===== src/rtl/cpu_types_pkg.sv =====
// Shared CPU-side types: machine word, RAM handshake state, and the
// memory responder's internal FSM states.
package cpu_types_pkg;

    typedef logic [31:0] word_t;

    typedef enum logic [1:0] {
        FREE   = 2'd0,
        BUSY   = 2'd1,
        ACCESS = 2'd2,
        ERROR  = 2'd3
    } ramstate_t;

    typedef enum logic [2:0] {
        IDLE = 3'd0,
        DREQ = 3'd1,
        IREQ = 3'd2,
        RESP = 3'd3,
        ERR  = 3'd4
    } resp_state_t;

endpackage


===== src/rtl/dp_mem_responder.sv =====
// Serialises datapath fetch and data requests onto one single-port RAM,
// returning one-cycle ihit/dhit pulses; data beats fetch, no pre-emption.
module dp_mem_responder
    import cpu_types_pkg::*;
#(
    parameter int TIMEOUT = 256
) (
    input  logic        CLK,
    input  logic        nRST,
    input  logic        halt,
    input  logic        imemREN,
    input  logic [31:0] imemaddr,
    input  logic        dmemREN,
    input  logic        dmemWEN,
    input  logic [31:0] dmemaddr,
    input  logic [31:0] dmemstore,
    output logic        ihit,
    output logic        dhit,
    output logic [31:0] imemload,
    output logic [31:0] dmemload,
    output logic        ramREN,
    output logic        ramWEN,
    output logic [31:0] ramaddr,
    output logic [31:0] ramstore,
    input  logic [31:0] ramload,
    input  logic [1:0]  ramstate,
    output logic        err
);

    localparam int CW = (TIMEOUT > 2) ? $clog2(TIMEOUT) : 1;
    localparam logic [CW-1:0] CNT_LAST = CW'(TIMEOUT - 1);

    resp_state_t   state;
    ramstate_t     ram_st;
    word_t         lat_addr;
    word_t         lat_store;
    logic          lat_write;
    logic [CW-1:0] cnt;
    logic          req_live;

    assign ram_st = ramstate_t'(ramstate);

    // Whether the request being serviced is still asserted; a dropped
    // request finishes its RAM access silently without a hit pulse.
    always_comb begin
        req_live = 1'b0;
        case (state)
            DREQ:    req_live = lat_write ? dmemWEN : dmemREN;
            IREQ:    req_live = imemREN;
            default: req_live = 1'b0;
        endcase
    end

    always_comb begin
        ramREN   = 1'b0;
        ramWEN   = 1'b0;
        ramaddr  = '0;
        ramstore = '0;
        case (state)
            DREQ: begin
                ramaddr = lat_addr;
                if (lat_write) begin
                    ramWEN   = 1'b1;
                    ramstore = lat_store;
                end else begin
                    ramREN = 1'b1;
                end
            end
            IREQ: begin
                ramaddr = lat_addr;
                ramREN  = 1'b1;
            end
            default: ;
        endcase
    end

    always_ff @(posedge CLK or negedge nRST) begin
        if (!nRST) begin
            state     <= IDLE;
            lat_addr  <= '0;
            lat_store <= '0;
            lat_write <= 1'b0;
            cnt       <= '0;
            ihit      <= 1'b0;
            dhit      <= 1'b0;
            imemload  <= '0;
            dmemload  <= '0;
            err       <= 1'b0;
        end else begin
            ihit <= 1'b0;
            dhit <= 1'b0;
            case (state)
                IDLE: begin
                    cnt <= '0;
                    if (dmemWEN || dmemREN) begin
                        state     <= DREQ;
                        lat_addr  <= dmemaddr;
                        lat_store <= dmemstore;
                        lat_write <= dmemWEN;
                    end else if (imemREN && !halt) begin
                        state     <= IREQ;
                        lat_addr  <= imemaddr;
                        lat_write <= 1'b0;
                    end
                end
                DREQ, IREQ: begin
                    if (ram_st == ACCESS) begin
                        state <= RESP;
                        if (req_live) begin
                            if (state == DREQ) begin
                                dhit <= 1'b1;
                                if (!lat_write) dmemload <= ramload;
                            end else begin
                                ihit     <= 1'b1;
                                imemload <= ramload;
                            end
                        end
                    end else if (ram_st == ERROR || cnt == CNT_LAST) begin
                        state <= ERR;
                        err   <= 1'b1;
                    end else begin
                        cnt <= cnt + CW'(1);
                    end
                end
                // The requester still holds the completed request here, so
                // nothing is accepted until IDLE.
                RESP: begin
                    cnt   <= '0;
                    state <= IDLE;
                end
                ERR: begin
                    err <= 1'b1;
                end
                default: begin
                    state <= IDLE;
                end
            endcase
        end
    end

endmodule


===== config.mk =====
export PLATFORM = sky130hd
export DESIGN_NAME = dp_mem_responder
export DESIGN_NICKNAME = d
export VERILOG_FILES = /design/src/rtl/cpu_types_pkg.sv /design/src/rtl/dp_mem_responder.sv
export SDC_FILE = /design/constraint.sdc
export NUM_CORES = 1
export LEC_CHECK = 0
export CELL_PAD_IN_SITES_DETAIL_PLACEMENT = 0
export CELL_PAD_IN_SITES_GLOBAL_PLACEMENT = 1
export CORE_MARGIN = 3
export CORE_UTILIZATION = 33
export CTS_CLUSTER_DIAMETER = 50
export DETAILED_ROUTE_END_ITERATION = 16
export GPL_TIMING_DRIVEN = 0
export PLACE_DENSITY = 0.89
export SYNTH_ARGS = -nofsm -noshare
export SYNTH_HDL_FRONTEND = slang
export SYNTH_SLANG_ARGS = --single-unit

===== constraint.sdc =====
create_clock -name CLK -period 2.6 [get_ports CLK]
set_input_delay 0.78 -clock CLK [delete_from_list [all_inputs] [get_ports CLK]]
set_output_delay 0.78 -clock CLK [all_outputs]
set_load 0.02 [all_outputs]

# == Word-level counts from Yosys, hierarchy flattened ==
# Cells that the tools add are included.
# classes
div,0
muxes,32
n_reduce_logical,17
shifts,0
multipliers,0
bitwise,3
addsub,1
n_eq_ne,12
n_lt_le_gt_ge,0
# op_table
operator,n
32-bit 2-to-1 mux,5
1-bit 2-to-1 mux,16
8-bit 2-to-1 mux,2
8-bit case mux with 2 select lines,1
3-bit 2-to-1 mux,4
3-bit case mux with 3 select lines,1
3-bit AND reduction,3
"8-bit by 1-bit adder with 8-bit output, second input constant",1
"8-bit == test, second input constant",1
"3-bit by 2-bit == test with 1-bit output, second input constant",2
1-bit case mux with 2 select lines,3
2-bit nonzero test,3
5-bit AND reduction,1
"2-bit == test, second input constant",2
"2-bit != test, second input constant",2
2-bit AND reduction,2
4-bit AND reduction,1
2-bit OR reduction,2
"3-bit by 1-bit == test with 1-bit output, second input constant",1
"3-bit == test, second input constant",1
3-bit zero test,1
"3-bit by 1-bit != test with 1-bit output, second input constant",1
"3-bit != test, second input constant",1
1-bit NOT,3
other kinds (4),5
# word_totals
mem_bits_ro,0
reg_bits,143
memories,0
input_bits,136
latchBits,0
out_inout_bits,133
ram_bits,0
word_cells,75

# == Longest topological paths before layout ==
# Gate-level depths: netlist of run 1.
# logic_depth
depth_word,5
ltp_mapped,7
depth_no_buf,5

# == Least setup slack after synthesis of run 1 ==
# Ideal clock, no wire load.
# synth_timing
path_type,flip-flop to output port
from,register state[1]
to,output port ramstore[22]
required_time_ns,1.820
setup_slack_ns,0.035
t_arrival_ns,1.785
n_path_buf,2
stages_incl_launch_ff,6
cell_sequence,dfrtp_1 > clkbuf_1 > nand2b_1 > nor3b_1 > clkbuf_1 > and2_1
# synth_via
elab_chain_cells,2
# synth_lines
element,line_no,text
"start, declared",dp_mem_responder.sv:33,resp_state_t state;
"start signal, assigned",dp_mem_responder.sv:79,state <= IDLE;
"start signal, assigned",dp_mem_responder.sv:96,state <= DREQ;
"start signal, assigned",dp_mem_responder.sv:101,state <= IREQ;
3-bit by 1-bit == test with 1-bit output,dp_mem_responder.sv:59,case (state)
32-bit 2-to-1 mux,dp_mem_responder.sv:59,
"end, declared",dp_mem_responder.sv:24,"output logic [31:0] ramstore,"
# No other way between the ends.

# == Final worst setup path of run 1 ==
# layout_timing
from,register state[0]
to,output port ramstore[11]
# Same word-level chain as after synthesis.

==> results of run 1 <==
## per-layer routing
layer | GRT usage (%) | part of all wire (%) | vias up
met2 | 30.47 | 48 | 246
met1 | 21.83 | 40 | 2378
met5 | 0 | 0 | -
li1 | - | - | 2366
met4 | 5.080 | 1.1 | 0
met3 | 6.611 | 10 | 12
## per-stage QoR
| step | hold WS, ns | total power [mW] | setup slack, ns | cells |
|---|---|---|---|---|
| after floorplan | 0.4418 | 6.640 | 0.03532 | 508 |
| after global placement | 0.4523 | 8.982 | -5.173 | 1036 |
| after detailed placement | 0.4618 | 9.126 | -0.9724 | 1037 |
| after CTS | 0.3083 | 11.87 | -0.01461 | 1081 |
| after global routing | 0.3272 | 12.64 | -0.1013 | 1080 |
| final | 0.3154 | 11.96 | -0.006585 | 1080 |
## placed cells by master (no fill, tap or decap), drive strengths merged, types with 2 or more instances in the layout
master         synthesis  layout
mux2i                 33      33
bufinv                 0       2
nand3b                 2       2
clkdlybuf4s50          0     200
and2                  64      64
o31ai                  3       3
o21ai                 39      39
clkbuf                19      32
inv                    5       7
or4                    3       3
buf                   12      97
nor3                   2       2
a21oi                  2       2
dfrtp                143     143
nand2b                 3       3
nand3                  5       5
o211ai                 3       3
or3                    2       2
xnor2                  2       2
clkinvlp               0       6
mux2                  96      96
nand2                 38      38
clkinv                 0       2
nor4                   2       2
nor3b                  2       2
nor2                  10      10
## cell type report
cell class | instances | share of cell area, %
sequential | 143 | 34.64
multi-input combinational | 329 | 27.63
timing repair buffer | 284 | 26.55
clock buffer | 19 | 4.380
tap | 260 | 3.146
buffer | 28 | 2.154
clock inverter | 12 | 1.319
inverter | 5 | 0.1815
## power by group through the flow
stage / logic, mW / clock network (mW) / registers [mW]
2_1_floorplan: 2.45 / 0 / 4.19
3_3_place_gp: 5.26 / 0 / 3.72
3_5_place_dp: 5.34 / 0 / 3.79
4_1_cts: 5.59 / 2.50 / 3.78
5_1_grt: 6.12 / 2.60 / 3.92
6_report: 5.72 / 2.44 / 3.80
## final timing paths
path                        startpoint           end  depth (start not counted)
hold reg to reg            lat_addr[2]   lat_addr[2]                          2
min in group CLK           lat_addr[2]   lat_addr[2]                          2
hold / removal                    nRST  dmemload[29]                          1
setup / recovery              state[0]  ramstore[11]                          7
setup reg to reg              state[2]  imemload[20]                          7
max in group asynchronous         nRST      state[0]                          2
## worst reg2reg max path, cell delays in order (launching register included)
cell and delay, ns:
dfrtp_2 0.41, buf_4 0.17, or3b_1 0.36, buf_2 0.17, or4_1 0.42, buf_4 0.19
buf_6 0.17, mux2_4 0.31
## cell usage after synthesis
library cell / n
and4_1: 1
or2_2: 1
a211oi_1: 1
o31a_1: 1
o22a_1: 1
a211o_1: 1
mux2_2: 37
buf_1: 3
or3_1: 2
nand2b_1: 3
o22ai_1: 1
buf_2: 3
a21oi_1: 2
buf_6: 6
nor2_1: 10
inv_1: 5
o311ai_0: 1
nand4bb_1: 1
a21o_1: 1
and2_1: 64
or3b_1: 1
o31ai_1: 3
or4_1: 3
mux2i_1: 33
nand4_1: 1
o21ai_0: 39
o211ai_1: 3
ha_1: 1
nor4_1: 2
nor3_1: 2
nand3b_1: 2
nand2_1: 38
a22o_1: 1
dfrtp_1: 143
a311oi_1: 1
xnor2_1: 2
a31oi_1: 1
nor2b_1: 1
nand3_1: 5
mux2_4: 59
nor3b_1: 2
clkbuf_1: 19
o21a_1: 1
## state kept, by name (all words and copies together) (netlist names)
signal	flops
cnt	8
dhit	1
lat_write	1
lat_addr	32
dmemload	32
state	3
ihit	1
err	1
imemload	32
lat_store	32
## kinds of logic after synthesis
logic type               after synthesis
buffers and inverters                 36
XOR/XNOR                               2
adder cells (fa/ha/maj)                1
AND/OR/NAND/NOR                      139
AO/OA/AOI/OAI                         58
flip-flops                           143
multiplexers                         129
## timing repair
| item | CTS | global route |
|---|---|---|
| hold buffers | 0 | 0 |
| pin swaps | 4 | 12 |
| endpoints found under the setup margin | 125 | 129 |
| cloned | 1 | 0 |
| buffers inserted | 14 | 1 |
| gates resized for setup | 348 | 72 |
| hold endpoints to repair | 0 | 0 |
==> results.json, run 1 <==
{
  "grt_overflow": 0,
  "critPathKind": "reg2out",
  "clk_pin_slew_ns": 0.06,
  "ir_worst_vdd_mv": 0.4595,
  "worstSetupEndpointType": "primary output",
  "violations": "setup timing",
  "synthesis.area_sq_mm": 0.006523,
  "combPwrFrac_pct": 47.9,
  "antenna_left": 0,
  "antenna_found_initial": 0,
  "cts_tree": "done",
  "synth_compound_area_share_pct": 5.179,
  "placeableCoreArea_sq_mm": 0.01908,
  "p_leak_nw": 4.764,
  "worst_pin_slew_ns": 0.7391,
  "avgViaCountPerCell": 4.631,
  "synth_nets": 645,
  "num_antenna_cells": 0,
  "power.internal_mw": 7.742,
  "grt_usage_pct": 18.09,
  "hold_violations": 0,
  "maxCapViolCount": 0,
  "dieHeight_um": 146.6,
  "final_cell_area_sq_mm": 0.01034,
  "nFillCells": 1655,
  "htree_num_levels": 4,
  "netlist_top_cells_area": "dfrtp_1 (55%), mux2_4 (14%), mux2_2 (6.4%), and2_1 (6.1%), mux2i_1 (5.1%)",
  "hpwl_mm": 14.78,
  "slew-limit-headroom_pct": 50.20,
  "maxSlewViolCount": 0,
  "critPathTopFamily": "buffers and inverters",
  "max_freq_mhz": 383.6,
  "ys_seq_area_share_pct": 54.86,
  "io_buffers": 268,
  "placement.cell_area_sq_mm": 0.009559,
  "cpPeakStageDelay_ns": 0.46,
  "post-route-util_pct": 54.19,
  "path_max_fanout": 10,
  "synth_top_family_by_area": "multiplexers",
  "cp-start-kind": "register",
  "path_buf_inv": 4,
  "finalClockSkew_ns": 0.005876,
  "gp_congestion": 0.7736,
  "swShare_pct": 35.27,
  "post-route-period-util_pct": 100.3,
  "tns_ns": -0.03017,
  "p_sw_mw": 4.218,
  "clockPowerShare_pct": 20.4,
  "drt_wl_total_mm": 19.54,
  "crit_chain": "buf_6 -> nand2b_4 -> nor3b_4 -> buf_6 -> buf_8 -> and2_1 -> buf_6",
  "firstDrtPassIters": 6,
  "insertion_delay_ns": 0.41,
  "arrival_ns": 1.83,
  "status": "complete, but fails checks",
  "ff_latch_area_sq_mm": 0.003582,
  "rrSetupSlack_ns": 0.27,
  "area.growth.synth_to_final_pct": 58.53,
  "path_common_cell": "buf_6",
  "placementRows": 50,
  "ioPinCount": 269,
  "synth_top_area_share_pct": 54.86,
  "critPathSlowestCell": "dfrtp_2",
  "vias": 5002,
  "cp.required_ns": 1.82,
  "route.detailed.drc": 0,
  "layout.nets": 945,
  "synth_warnings": 0,
  "synth_area_leader_cell": "dfrtp_1",
  "postSynthCellCount": 508,
  "setup_viol": 13,
  "start_util_pct": 34.18,
  "post_drt_wl_per_cell_um": 18.10,
  "muxShareOfSynthArea_pct": 25.03,
  "ys_types": 43,
  "period_minus_slack_ns": 2.607,
  "multiInputGateArea_sq_mm": 0.002856,
  "grt_pass1_wl_mm": 30.49,
  "grt_pass1_vias": 5294,
  "clockBufferDepth": 2,
  "drive_above_1_share_pct": 31.22,
  "drtIter0Drc": 198,
  "clkSinkCount": 143,
  "yosys.area_share.simple_pct": 11.64,
  "cts_made_buffers": 17,
  "fp.dieW_um": 146.6,
  "hp-class": "in2async",
  "synth_xor_area_share_pct": 0.2686,
  "powerDensity_mw_per_mm2": 1157,
  "yosys_register_bits": 143,
  "grt_max_degree": 92,
  "clock-root-buffer": "clkbuf_16",
  "seqPwrFrac_pct": 31.7,
  "rsz0062_at_grt": "yes",
  "die_area_sq_mm": 0.02149,
  "avgSynthCellArea_sq_um": 12.84,
  "synth-adder-area-share_pct": 0.1918,
  "finalWorstSetupSlack_ns": -0.006585
}
Power figures use the tool's default switching activity.
==> run 2: changes to the inputs <==
--- a/config.mk
+++ b/config.mk
@@ -5,6 +5,7 @@
 export SDC_FILE = /design/constraint.sdc
 export NUM_CORES = 1
 export LEC_CHECK = 0
+export ABC_AREA = 0
 export CELL_PAD_IN_SITES_DETAIL_PLACEMENT = 0
 export CELL_PAD_IN_SITES_GLOBAL_PLACEMENT = 1
 export CORE_MARGIN = 3
@@ -12,6 +13,7 @@
 export CTS_CLUSTER_DIAMETER = 50
 export DETAILED_ROUTE_END_ITERATION = 16
 export GPL_TIMING_DRIVEN = 0
+export MAX_ROUTING_LAYER = met4
 export PLACE_DENSITY = 0.89
 export SYNTH_ARGS = -nofsm -noshare
 export SYNTH_HDL_FRONTEND = slang
==> results.json, run 2 (synthesis gave the netlist of run 1 again) <==
{
  "post-route-util_pct": 54.37,
  "maxCapViolCount": 0,
  "drive_above_1_share_pct": 31.27,
  "worstReg2RegEnd": "imemload[19]",
  "wl_met2_mm": 9.586,
  "p_sw_mw": 4.244,
  "final_cell_mix": "clkdlybuf4s50_1 (200), dfrtp_1 (140), mux2_4 (59), and2_1 (45), buf_6 (42)",
  "worstSetupEndpointType": "primary output",
  "swShare_pct": 35.18,
  "powerDensity_mw_per_mm2": 1163,
  "cp.required_ns": 1.82,
  "start_util_pct": 34.18,
  "cts_made_buffers": 17,
  "cp-start-kind": "register",
  "io_buffers": 268,
  "htree_num_levels": 4,
  "max_freq_mhz": 382.4,
  "drt_wl_total_mm": 19.65,
  "routed-wl-met3_mm": 1.755,
  "post-route-period-util_pct": 100.6,
  "vias": 5043,
  "rsz0062_at_grt": "yes",
  "drtIter0Drc": 176,
  "wl_met1_mm": 8.038,
  "fp.dieW_um": 146.6,
  "cts_tree": "done",
  "gp_congestion": 0.7841,
  "arrival_ns": 1.84,
  "die_area_sq_mm": 0.02149,
  "slew-limit-headroom_pct": 49.87,
  "ir_worst_vdd_mv": 0.4626,
  "power.internal_mw": 7.821,
  "firstDrtPassIters": 4,
  "avgViaCountPerCell": 4.661,
  "highest_layer": "met4",
  "hold_violations": 0,
  "worst_pin_slew_ns": 0.7440,
  "grt_overflow": 0,
  "area.growth.synth_to_final_pct": 59.06,
  "hpwl_mm": 14.78,
  "layout.nets": 947,
  "pre_cts_ws_ns": -0.9724,
  "finalClockSkew_ns": 0.02224,
  "clockBufferDepth": 2,
  "antenna_left": 0,
  "p_leak_nw": 4.779,
  "rr_startpoint": "state[2]",
  "status": "complete, but fails checks",
  "num_antenna_cells": 0,
  "antenna_found_initial": 0,
  "grt_max_degree": 92,
  "violations": "setup timing",
  "final_common_cell": "clkdlybuf4s50_1",
  "grt_pass1_wl_mm": 30.33,
  "path_max_fanout": 10,
  "hp-class": "in2async",
  "ioPinCount": 269,
  "route.detailed.drc": 0,
  "post_drt_wl_per_cell_um": 18.16,
  "dieHeight_um": 146.6,
  "finalWorstSetupSlack_ns": -0.01510,
  "ff2ff_path_depth": 7,
  "placeableCoreArea_sq_mm": 0.01908,
  "placementRows": 50,
  "seqPwrFrac_pct": 31.5,
  "clock-root-buffer": "clkbuf_16",
  "rrSetupSlack_ns": 0.27,
  "startpoint": "state[0]",
  "insertion_delay_ns": 0.43,
  "critPathKind": "reg2out",
  "clk_pin_slew_ns": 0.06,
  "maxSlewViolCount": 0,
  "setup_viol": 18,
  "clockPowerShare_pct": 20.2,
  "combPwrFrac_pct": 48.3,
  "grt_pass1_vias": 5341,
  "clkSinkCount": 143,
  "grt_usage_pct": 18.63,
  "period_minus_slack_ns": 2.615
}
-- run 2: changes by cell type in the layout (fill, tap and decap cells not counted) --
cell       change
clkbuf_2       -1
clkbuf_8       +1
clkbuf_1       +1
buf_2          +3
clkbuf_16      +1
buf_12         +1
clkbuf_4       +4
buf_8          -1
buf_4          -7
-- run 2: worst max-delay path by stage --
stage,to,slack [ns]
after floorplan,ramstore[22],0.04
after global placement,lat_addr[9],-5.17
after detailed placement,ramstore[28],-0.97
after CTS,ramstore[28],-0.01
after global routing,ramstore[11],-0.11
final,ramstore[11],-0.02
-- run 2: per-stage QoR --
stage | instance area (sq um) | power, mW | hold slack (ns) | instances | setup TNS, ns
after floorplan | 6523 | 6.640 | 0.4418 | 508 | 0
after global placement | 9530 | 8.982 | 0.4523 | 1036 | -837.67
after detailed placement | 9559 | 9.126 | 0.4618 | 1037 | -98.71
after CTS | 10230 | 11.87 | 0.3083 | 1081 | -0.04277
after global routing | 10380 | 12.76 | 0.3220 | 1082 | -2.535
final | 10380 | 12.07 | 0.3071 | 1082 | -0.1570
-- run 2: area by class of cell --
cell class | instances | area [sq um]
buffer | 28 | 220.2
clock buffer | 19 | 452.9
clock inverter | 12 | 136.4
fill | 1650 | 8706
inverter | 5 | 18.77
multi-input combinational | 329 | 2856
sequential | 143 | 3582
tap | 260 | 325.3
timing repair buffer | 286 | 2783
-- run 2: repair_timing --
item	CTS	global route
pin swaps	4	11
resized for setup	348	62
cloned	1	1
endpoints found under the setup margin	125	124
hold buffers	0	0
setup buffers	14	2
-- run 2: power by group through the flow --
stage	clock network, mW	registers [mW]	logic, mW
2_1_floorplan	0	4.19	2.45
3_3_place_gp	0	3.72	5.26
3_5_place_dp	0	3.79	5.34
4_1_cts	2.50	3.78	5.59
5_1_grt	2.60	3.92	6.23
6_report	2.44	3.80	5.83
-- run 2: metal layers --
layer / GRT usage [%] / vias up
met3: 6.331 / 13
li1: - / 2367
met1: 22.31 / 2413
met2: 30.40 / 250
met4: 4.516 / 0
met5: - / -
-- run 2: worst max-delay path: stages, from the launching register on --
cell      delay, ns
dfrtp_2        0.46
buf_6          0.13
nand2b_4       0.06
nor3b_4        0.22
buf_6          0.16
buf_8          0.12
and2_1         0.14
buf_6          0.12
